$ cat config.mk
export PLATFORM = sky130hd
export DESIGN_NAME = srlatch_sequencer
export DESIGN_NICKNAME = d
export VERILOG_FILES = /design/src/rtl/srlatch_sequencer_pkg.sv /design/src/rtl/srlatch_sequencer_sync2.sv /design/src/rtl/srlatch_sequencer.sv
export SDC_FILE = /design/constraint.sdc
export NUM_CORES = 1
export LEC_CHECK = 0
export ABC_AREA = 1
export CAP_MARGIN = 30
export CORE_MARGIN = 4
export CORE_UTILIZATION = 45
export DETAILED_ROUTE_END_ITERATION = 8
export GPL_TIMING_DRIVEN = 1
export PLACE_DENSITY = 0.72
export SYNTH_ARGS = -nofsm -noshare
export SYNTH_HDL_FRONTEND = slang
export SYNTH_SLANG_ARGS = --single-unit
export TNS_END_PERCENT = 100
$ cat constraint.sdc
create_clock -name clk -period 1.8 [get_ports clk]
set_input_delay 0.27 -clock clk [delete_from_list [all_inputs] [get_ports clk]]
set_output_delay 0.27 -clock clk [all_outputs]
set_load 0.01 [all_outputs]
$ cat src/rtl/srlatch_sequencer_pkg.sv
// Shared encodings for the SR latch sequencer: FSM states, grant values and counter sizing.
package srlatch_sequencer_pkg;

    typedef enum logic [1:0] {
        IDLE   = 2'd0,
        DRIVE  = 2'd1,
        SETTLE = 2'd2
    } state_t;

    // A grant value doubles as the commanded latch state (set -> Q=1, reset -> Q=0).
    localparam logic GRANT_SET = 1'b1;
    localparam logic GRANT_RST = 1'b0;

    function automatic int cnt_width(input int pulse_cycles, input int gap_cycles);
        int m;
        m = (pulse_cycles > gap_cycles) ? pulse_cycles : gap_cycles;
        return $clog2(m + 1);
    endfunction

endpackage

$ cat src/rtl/srlatch_sequencer_sync2.sv
// Generic two-flop synchronizer with synchronous active-low reset.
module sync2 #(
    parameter int WIDTH = 1
) (
    input  logic             clk,
    input  logic             rst_n,
    input  logic [WIDTH-1:0] d,
    output logic [WIDTH-1:0] q
);

    logic [WIDTH-1:0] meta;

    always_ff @(posedge clk) begin
        if (!rst_n) begin
            meta <= '0;
            q    <= '0;
        end else begin
            meta <= d;
            q    <= meta;
        end
    end

endmodule

$ cat src/rtl/srlatch_sequencer.sv
// Arbitrates set/reset requests into non-overlapping S/R pulses for an external NOR latch
// and verifies the latch readback after each pulse.
//
// state  | meaning
// IDLE   | waiting for a request; grants, or acknowledges a redundant one without pulsing
// DRIVE  | S or R pulse in progress (outputs lag the state by one register stage)
// SETTLE | S and R low; Q readback compared in the last cycle
module srlatch_sequencer
    import srlatch_sequencer_pkg::*;
#(
    parameter int PULSE_CYCLES   = 2,
    parameter int GAP_CYCLES     = 3,
    parameter bit SKIP_REDUNDANT = 1'b1
) (
    input  logic clk,
    input  logic rst_n,
    input  logic set_req,
    input  logic rst_req,
    output logic set_ack,
    output logic rst_ack,
    output logic s_out,
    output logic r_out,
    input  logic q_in,
    output logic busy,
    output logic done,
    output logic fault,
    input  logic fault_clr
);

    localparam int              CNT_W      = cnt_width(PULSE_CYCLES, GAP_CYCLES);
    localparam logic [CNT_W-1:0] PULSE_LOAD = CNT_W'(PULSE_CYCLES - 1);
    localparam logic [CNT_W-1:0] GAP_LOAD   = CNT_W'(GAP_CYCLES - 1);
    localparam logic [CNT_W-1:0] CNT_ONE    = CNT_W'(1);

    state_t           state_q, state_d;
    logic [CNT_W-1:0] cnt_q, cnt_d;
    logic             target_q, target_d;
    logic             last_grant_q, last_grant_d;
    logic             done_pend_q, done_pend_d;
    logic             set_ack_d, rst_ack_d;
    logic             fault_set;
    logic             grant_valid;
    logic             grant;
    logic             q_sync;

    sync2 #(.WIDTH(1)) u_q_sync (
        .clk   (clk),
        .rst_n (rst_n),
        .d     (q_in),
        .q     (q_sync)
    );

    always_comb begin
        state_d      = state_q;
        cnt_d        = cnt_q;
        target_d     = target_q;
        last_grant_d = last_grant_q;
        done_pend_d  = 1'b0;
        set_ack_d    = 1'b0;
        rst_ack_d    = 1'b0;
        fault_set    = 1'b0;
        grant_valid  = 1'b0;
        grant        = GRANT_SET;

        case (state_q)
            IDLE: begin
                if (set_req && rst_req) begin
                    grant_valid = 1'b1;
                    grant       = (last_grant_q == GRANT_RST) ? GRANT_SET : GRANT_RST;
                end else if (set_req) begin
                    grant_valid = 1'b1;
                    grant       = GRANT_SET;
                end else if (rst_req) begin
                    grant_valid = 1'b1;
                    grant       = GRANT_RST;
                end

                if (grant_valid) begin
                    set_ack_d    = (grant == GRANT_SET);
                    rst_ack_d    = (grant == GRANT_RST);
                    target_d     = grant;
                    last_grant_d = grant;
                    if (SKIP_REDUNDANT && (q_sync == grant)) begin
                        done_pend_d = 1'b1;
                    end else begin
                        state_d = DRIVE;
                        cnt_d   = PULSE_LOAD;
                    end
                end
            end

            DRIVE: begin
                if (cnt_q == '0) begin
                    state_d = SETTLE;
                    cnt_d   = GAP_LOAD;
                end else begin
                    cnt_d = cnt_q - CNT_ONE;
                end
            end

            SETTLE: begin
                if (cnt_q == '0) begin
                    state_d     = IDLE;
                    done_pend_d = 1'b1;
                    fault_set   = (q_sync != target_q);
                end else begin
                    cnt_d = cnt_q - CNT_ONE;
                end
            end

            default: begin
                state_d = IDLE;
            end
        endcase
    end

    // done goes through done_pend so a skipped command reports one cycle after its ack
    // and a driven command reports on the cycle after the FSM is back in IDLE.
    always_ff @(posedge clk) begin
        if (!rst_n) begin
            state_q      <= IDLE;
            cnt_q        <= '0;
            target_q     <= GRANT_RST;
            last_grant_q <= GRANT_RST;
            done_pend_q  <= 1'b0;
            done         <= 1'b0;
            set_ack      <= 1'b0;
            rst_ack      <= 1'b0;
            s_out        <= 1'b0;
            r_out        <= 1'b0;
            fault        <= 1'b0;
        end else begin
            state_q      <= state_d;
            cnt_q        <= cnt_d;
            target_q     <= target_d;
            last_grant_q <= last_grant_d;
            done_pend_q  <= done_pend_d;
            done         <= done_pend_q;
            set_ack      <= set_ack_d;
            rst_ack      <= rst_ack_d;
            s_out        <= (state_q == DRIVE) && target_q;
            r_out        <= (state_q == DRIVE) && !target_q;
            if (fault_set) begin
                fault <= 1'b1;
            end else if (fault_clr) begin
                fault <= 1'b0;
            end
        end
    end

    assign busy = (state_q != IDLE);

endmodule

[Yosys cells after proc, flatten, opt, wreduce, memory -nomap -nowiden]
Cells that the tools add are included.
W data, S select, Z words.
Operators by class
  bitwise gates (word level): 1
  $add $sub $neg: 1
  mux-type cells: 25
  equal/unequal tests: 9
  reduce and logical (&&, ||, !) cells: 13
Operators with widths (count)
  $mux W1: 16
  $mux W2: 6
  $pmux W2 S3: 2
  $ne A2 B2 Y1 const B: 5
  $reduce_and A4 Y1: 2
  $logic_not A2 Y1: 2
  $reduce_bool A2 Y1: 2
  $logic_and A1 B1 Y1: 3
  $reduce_and A3 Y1: 1
  $reduce_bool A3 Y1: 1
  $eq A2 B1 Y1 const B: 1
  $eq A2 B2 Y1 const B: 1
  $pmux W1 S2: 1
  $reduce_and A2 Y1: 1
  $sub A2 B1 Y2 const B: 1
  $eq A1 B1 Y1: 1
  $logic_not A1 Y1: 1
  $ne A1 B1 Y1: 1
  $not A1 Y1: 1
Word-level totals
  bits of input ports: 6
  register bits after elaboration: 14
  output and inout bits: 7

[Depth between registers and ports, before layout]
Gate-level depths: netlist (run 1).
  depth after elaboration: 8
  depth in mapped cells: 9
  gate-level depth less buffers: 9

[Modules after synthesis]
From an unflattened synthesis (run 1), not the netlist that was laid out.
Unflattened totals
  cells, all modules: 85
  area total of the unflattened synthesis: 650.6 um^2
By module, submodules not included
  srlatch_sequencer: instances 1, sequential area each 240.2 um^2, cells each 79, area an instance 595.6 um^2
  sync2: instances 1, sequential area each 40.0 um^2, cells each 6, area an instance 55.1 um^2

[Worst setup path before layout (run 1)]
OpenSTA, ideal clock, no wires.
  path kind: flip-flop to flip-flop
  from: register state_q[0]
  to: register last_grant_q
  data required time: 1.680 ns
  library setup time: 0.120 ns
  arrival: 1.127 ns
  path buffers: 0
  stages on the path, launching flop included: 8
  slack: 0.553 ns
  period minus slack after synthesis: 1.247 ns
  cell sequence: dfxtp_1 inv_1 ha_1 inv_1 nor2_2 nand2_1 a21oi_1 or2_1
Between the ends
  word-level cells in the longest chain between the ends: 2
RTL lines
  start, declared: line srlatch_sequencer.sv:35  | state_t state_q, state_d;
  start signal, assigned: line srlatch_sequencer.sv:133  | state_q <= state_d;
  $logic_not A2 Y1: line srlatch_sequencer.sv:65  | case (state_q)
  $reduce_and A2 Y1 (no source line)
  end signal, assigned: line srlatch_sequencer.sv:136  | last_grant_q <= last_grant_d;
  end, declared: line srlatch_sequencer.sv:38  | logic last_grant_q, last_grant_d;
No other way between the ends.
A chain may end at the register's enable or synchronous reset.

[Final worst setup path (run 1)]
  from: register state_q[0]
  to: output busy
Between the ends
  word-level cells in the longest chain between the ends: 1
RTL lines
  $reduce_bool A2 Y1: line srlatch_sequencer.sv:151  | assign busy = (state_q != IDLE);
  end, declared: line srlatch_sequencer.sv:24  | output logic busy,
No other way between the ends.

==> reports/results.txt, run 1 <==
status = finished clean
critical-path cell list = inv_1 > ha_1 > inv_1 > dlygate4sd2_1
post-route ant nets = 0
Die Ht = 46.75 um
fin nets = 115
RSZ-0062 raised after global routing = false
Min-Delay Path Class = flop to flop
measured slew at the worst slew-check pin = 0.2279 ns
DR pass1 iterations = 2
ys async rst share = 0%
peak supply drop = 838.4 uV
IO Count = 13
Power Total = 1.238 mW
Yosys top cell by area = dfxtp_1
Reg power frac = 34.8%
most common cell in the netlist = nand2_1
placeable core area = 1350 sq um
Clock transition at path regs = 0.08 ns
routed length per placed instance = 9.556 um
Initial DRC Count = 12
DR vias = 543
clock tree buffer depth = 2
Clk Tree Root Cell = clkbuf_4
IO Port Bufs = 12
Cell Area, Synth = 675.6 sq um
Vias/cell = 4.641
Tmin final = 1.613 ns
post-DP HPWL = 917.4 um
Int Pwr = 0.7601 mW
Synth area leaders = dfxtp_1 41%, ha_1 11%, nand2_1 10%
CTS sink cnt = 14
# diodes = 0
Clock Latency Late Sink = 0.28 ns
number of global-route vias before repair = 494
Placed Area = 814.5 sq um
global-route wire length before repair = 1.821 mm
DR DRC count = 0
Post-Syn Nets = 98
synth warn = 0
Pwr Density = 1457 nW/um^2
area grow syn2layout = 25.74%
Die W = 46.75 um
Worst EP arrival = 1.34 ns
Placement Rows = 13
Synth Flop Type = dfxtp_1
sequential fraction of the synthesis area = 41.48%
Overall Global Routing Usage = 11.83%
Hold Buf Count CTS = 0
critical path class = flop to primary output
Synth top cells by count = 18 x nand2_1, 16 x inv_1, 14 x dfxtp_1
Setup WS pre-CTS = 0.2137 ns
PnR worst setup slack = 0.1866 ns
Switch Pwr = 0.4781 mW
WP buf/inv = 3
Crit. End Element = primary output
Syn Inst Count = 86
Relative slew margins = 84.81%
FF+latch count, synth = 14
cts bufs inserted = 3
die area = 2186 sq um
Worst Setup Start Kind = flop
post-layout util = 62.93%
setup_tns = 0 ns
CP Data Required Time = 1.53 ns
final instance area = 849.6 sq um
htree depth = 1
switching portion of total power = 38.61%
CP dominant cell by count = inv_1
Max Fclk = 0.6198 GHz
filler instances = 122
syn_area_per_cell = 7.856 sq um
Final Hold Fails = 0
CTS tree = built
Post-Route WL = 1.118 mm
GP Congestion = 0.7926
family with the most delay on the worst path = buffers and inverters
Worst Path Max Fanout = 3
Lkg Pwr = 0.4271 nW
CP max stage delay = 0.36 ns
fin. max-slew vios = 0
clock skew = 0.0005982 ns
count of cell types in the netlist = 19
top cell type's share of synthesized area = 41.48%
clock power share = 18.3%
max-cap violations = 0
slowest cell on the critical path = dfxtp_1
share of cells above drive strength 1 = 13.73%
fin crit share = 89.63%
pin count of the biggest net entering global routing = 9
# Post-CTS Setup Buffers = 0
Initial Utilization = 50.05%
logic gate share of total power = 46.9%
EDFF count, synth = 0
final number of setup-violating endpoints = 0
total gr overflow = 0
antenna violations before repair = 0
flip-flops by register name, indices dropped and copies added, names as in the netlist:
| register | cells |
|---|---|
| cnt_q | 2 |
| done | 1 |
| done_pend_q | 1 |
| fault | 1 |
| last_grant_q | 1 |
| r_out | 1 |
| rst_ack | 1 |
| s_out | 1 |
| set_ack | 1 |
| state_q | 2 |
| u_q_sync.meta | 1 |
| u_q_sync.q | 1 |
cell usage in the layout, fill, tap and decap left out, drive strengths merged:
cell type and n:
nand3b 1, nand4 2, buf 1, or2 1
dlygate4sd2 1, nand3 5, clkdlybuf4s50 11, nor3 3
ha 6, nand2 21, inv 17, dfxtp 14
nor2 7, a21oi 6, clkbuf 4, o21ai 1
o211ai 1
final timing paths:
path	endpoint	depth (start not counted)	startpoint	slack (ns)
setup / recovery	busy	4	state_q[0]	0.19
hold / removal	done	2	done_pend_q	0.42
setup reg to reg	last_grant_q	7	state_q[0]	0.50
hold reg to reg	done	2	done_pend_q	0.42
power groups by stage:
stage	logic [mW]	clock network (mW)	registers, mW
6_report	0.581	0.226	0.431
5_1_grt	0.671	0.242	0.440
4_1_cts	0.585	0.228	0.433
3_5_place_dp	0.594	0	0.441
3_3_place_gp	0.591	0	0.436
2_1_floorplan	0.426	0	0.443
routing by layer:
metal  global-route usage [%]  part of all wire [%]  vias to the layer above
met5                        0                     0                        -
met4                    3.315                   1.1                        0
met3                    5.747                   5.5                        2
met2                    21.43                    48                       10
met1                    12.09                    46                      230
li1                         -                     -                      301
layout make-up:
cell class,instances,area (sq um),area share (%)
clock buffer,4,36.28,4.271
inverter,17,63.81,7.511
multi-input combinational,54,324.1,38.14
sequential,14,280.3,32.99
tap,15,18.77,2.209
timing repair buffer,13,126.4,14.87
through the flow:
stage	std cells	hold slack [ns]
6_report	117	0.4201
5_1_grt	117	0.4398
4_1_cts	117	0.4231
3_5_place_dp	113	0.4045
3_3_place_gp	113	0.3928
2_1_floorplan	86	0.3676
worst min-delay path: cells and delay by family (launching register included):
family	cells	cell delay [ns]
flops	1	0.30
simple gates	1	0.05
buf+inv	1	0.03
timing repair:
item / in CTS / in global routing
hold endpoints to repair: 0 / 0
setup endpoints to repair: 1 / 0
gates resized for setup: 1 / 0
logic make-up after synthesis:
group,count (synthesis),synth area share [%]
simple gates,40,30.55
buf+inv,18,10.56
flops,14,41.48
compound gates,8,6.296
fa+ha+maj,6,11.11
Note: power is estimated with default switching activity, not from simulation.
==> run 2, diff against run 1 <==
--- a/config.mk
+++ b/config.mk
@@ -5,8 +5,6 @@
 export SDC_FILE = /design/constraint.sdc
 export NUM_CORES = 1
 export LEC_CHECK = 0
-export ABC_AREA = 1
-export CAP_MARGIN = 30
 export CORE_MARGIN = 4
 export CORE_UTILIZATION = 45
 export DETAILED_ROUTE_END_ITERATION = 8
==> run 2 against run 1 <==
  * Global-route usage grew 1.2 points
  * Via count decreased by 7.7%
  * Flip-flop and latch count stayed put
  * Synthesized area fell by 2.6%
  * Highest routed layer unchanged
  * Critical path type unchanged
  * Synthesized cell count decreased by 21%
  * Die area fell by 2.2%
  * Non-clock buffer count stayed put
  * Clock skew about the same
  * Setup slack improved by 0.028 ns
  * Largest power group unchanged
  * Utilization down 1.1 points
==> reports/results.txt, run 2 <==
status = finished clean (unchanged)
fin nets = 97 (was 115)
Initial Utilization = 49.34% (was 50.05%)
top cell type's share of synthesized area = 42.59% (was 41.48%)
Crit. End Element = primary output (unchanged)
final number of setup-violating endpoints = 0 (unchanged)
Die Ht = 46.24 um (was 46.75 um)
peak supply drop = 679.9 uV (was 838.4 uV)
IO Count = 13 (unchanged)
share of cells above drive strength 1 = 15.66% (was 13.73%)
post-route ant nets = 0 (unchanged)
Cell Area, Synth = 658.1 sq um (was 675.6 sq um)
fin. max-slew vios = 0 (unchanged)
area grow syn2layout = 25.29% (was 25.74%)
family with the most delay on the worst path = buffers and inverters (unchanged)
global-route wire length before repair = 1.925 mm (was 1.821 mm)
cts bufs inserted = 3 (unchanged)
max-cap violations = 0 (unchanged)
routing usage on met1 = 14.02% (was 12.09%)
Die W = 46.24 um (was 46.75 um)
post-layout util = 61.82% (was 62.93%)
Pwr Density = 1295 nW/um^2 (was 1457 nW/um^2)
Non-Filler Instances = 98 (was 117)
Max Fclk = 0.6309 GHz (was 0.6198 GHz)
Tmin final = 1.585 ns (was 1.613 ns)
Synth top cells by count = 14 x dfxtp_1, 9 x nand2_1, 8 x inv_1 (was 18 x nand2_1, 16 x inv_1, 14 x dfxtp_1)
leading registers by flop count = cnt_q x2, state_q x2 (unchanged)
Clock transition at path regs = 0.08 ns (about the same)
Post-Syn Nets = 80 (was 98)
Worst Path Max Fanout = 6 (was 3)
Synth Flop Type = dfxtp_1 (unchanged)
RSZ-0062 raised after global routing = false (unchanged)
# diodes = 0 (unchanged)
clock skew = 0.0007644 ns (was 0.0005982 ns)
sequential fraction of the synthesis area = 42.59% (was 41.48%)
Post-Route WL = 1.146 mm (was 1.118 mm)
CP Data Required Time = 1.53 ns (about the same)
Placed Instances = 95 (was 113)
Lkg Pwr = 0.3478 nW (was 0.4271 nW)
setup_tns = 0 ns (unchanged)
Clock Latency Late Sink = 0.27 ns (was 0.28 ns)
gr busiest metal = met2 (unchanged)
Final Hold Fails = 0 (unchanged)
htree depth = 1 (unchanged)
die area = 2138 sq um (was 2186 sq um)
most frequent cells in the layout = 14 x dfxtp_1, 11 x clkdlybuf4s50_1, 9 x nand2_1, 7 x inv_1 (was 18 x nand2_1, 16 x inv_1, 14 x dfxtp_1, 11 x clkdlybuf4s50_1)
critical-path cell list = inv_1 > ha_2 > inv_2 > dlygate4sd2_1 (was inv_1 > ha_1 > inv_1 > dlygate4sd2_1)
synth warn = 0 (unchanged)
routed length per placed instance = 11.69 um (was 9.556 um)
fin crit share = 88.06% (was 89.63%)
M2 GR Usage = 21.98% (was 21.43%)
commonest non-fill, non-tap cell in the layout = dfxtp_1 (was nand2_1)
DR vias = 501 (was 543)
EDFF count, synth = 0 (unchanged)
CTS sink cnt = 14 (unchanged)
slowest cell on the critical path = dfxtp_1 (unchanged)
ys async rst share = 0% (unchanged)
filler instances = 118 (was 122)
pin count of the biggest net entering global routing = 16 (was 9)
Min-Delay Path Class = flop to flop (unchanged)
grt met3 use = 3.516% (was 5.747%)
FF+latch count, synth = 14 (unchanged)
R2R Setup Slk = 0.30 ns (was 0.50 ns)
Relative slew margins = 82.46% (was 84.81%)
most common cell in the netlist = dfxtp_1 (was nand2_1)
antenna violations before repair = 0 (unchanged)
Clk Tree Root Cell = clkbuf_4 (unchanged)
Initial DRC Count = 7 (was 12)
number of global-route vias before repair = 480 (was 494)
Vias/cell = 5.112 (was 4.641)
WP buf/inv = 3 (unchanged)
Hold Buf Count CTS = 0 (unchanged)
CP max stage delay = 0.36 ns (about the same)
DR DRC count = 0 (unchanged)
count of cell types in the netlist = 27 (was 19)
syn_area_per_cell = 9.678 sq um (was 7.856 sq um)
IO Port Bufs = 12 (unchanged)
Synth area leaders = dfxtp_1 43%, ha_1 11%, nand2_1 5.1% (was dfxtp_1 41%, ha_1 11%, nand2_1 10%)
Yosys top cell by area = dfxtp_1 (unchanged)
Syn Inst Count = 68 (was 86)
Worst Setup Start Kind = flop (unchanged)
Overall Global Routing Usage = 13.03% (was 11.83%)
CTS tree = built (unchanged)
GP Congestion = 0.6643 (was 0.7926)
placeable core area = 1334 sq um (was 1350 sq um)
post-DP HPWL = 889.6 um (was 917.4 um)
Placement Rows = 13 (unchanged)
clock tree buffer depth = 2 (unchanged)
critical path class = flop to primary output (unchanged)
DR pass1 iterations = 4 (was 2)
total gr overflow = 0 (unchanged)
measured slew at the worst slew-check pin = 0.2628 ns (was 0.2279 ns)
Worst EP arrival = 1.32 ns (was 1.34 ns)
[run 2: cell types whose count changed in the layout (fill, tap and decap cells not counted), moves of 4 or more]
cell,delta
a21oi_1,-4
and2_1,+5
inv_1,-9
nand2_1,-9
nand3_2,-4
nor2_1,-5
[run 2: metal layers]
metal / vias to the layer above / share of wire [%]
met5: - / 0
met4: 0 / 1.1
met3: 2 / 5.0
met2: 9 / 47
met1: 230 / 47
li1: 260 / -
[run 2: layout make-up]
| type | instances | area [sq um] | area share, % |
|---|---|---|---|
| Multi-Input combinational cell | 45 | 346.6 | 42.03 |
| Sequential cell | 14 | 280.3 | 33.99 |
| Tap cell | 15 | 18.77 | 2.276 |
| Clock buffer | 3 | 22.52 | 2.731 |
| Timing Repair Buffer | 13 | 126.4 | 15.33 |
| Inverter | 8 | 30.03 | 3.642 |
[run 2: timing repair]
action,CTS,global route
endpoints found under the setup margin,1,0
setup buffers,0,0
gates resized for setup,3,0
[run 2: path summary, 6_finish.rpt]
kind,depth (start not counted),start,endpoint
hold / removal,1,done_pend_q,done
hold reg to reg,1,done_pend_q,done
setup / recovery,4,state_q[0],busy
setup reg to reg,5,state_q[1],cnt_q[1]
[run 2: cells by family after synthesis]
| group | synth area share (%) |
|---|---|
| buffers and inverters | 5.133 |
| adders and majority gates | 11.41 |
| and+or+nand+nor | 19.77 |
| DFF | 42.59 |
| AOI/OAI and AO/OA | 15.21 |
| xor gates and xnor gates | 1.331 |
| muxes | 4.563 |
[run 2: power breakdown]
part           total, mW  leakage (nW)  switching [mW]  internal (mW)
combinational      0.484         0.219           0.252          0.232
clock              0.167        0.0138          0.0898         0.0773
sequential         0.417         0.115          0.0422          0.374
[run 2: through the flow]
step                      setup WS (ns)  area, sq um  hold slack, ns  power (mW)
after floorplan                  0.4364        658.1          0.3973      0.7580
after global placement           0.1770        800.8          0.4174      0.8970
after detailed placement         0.1345        800.8          0.4234      0.9082
after CTS                        0.2073        824.5          0.4439       1.076
after global routing             0.1268        824.5          0.4645       1.157
final                            0.2149        824.5          0.4391       1.067
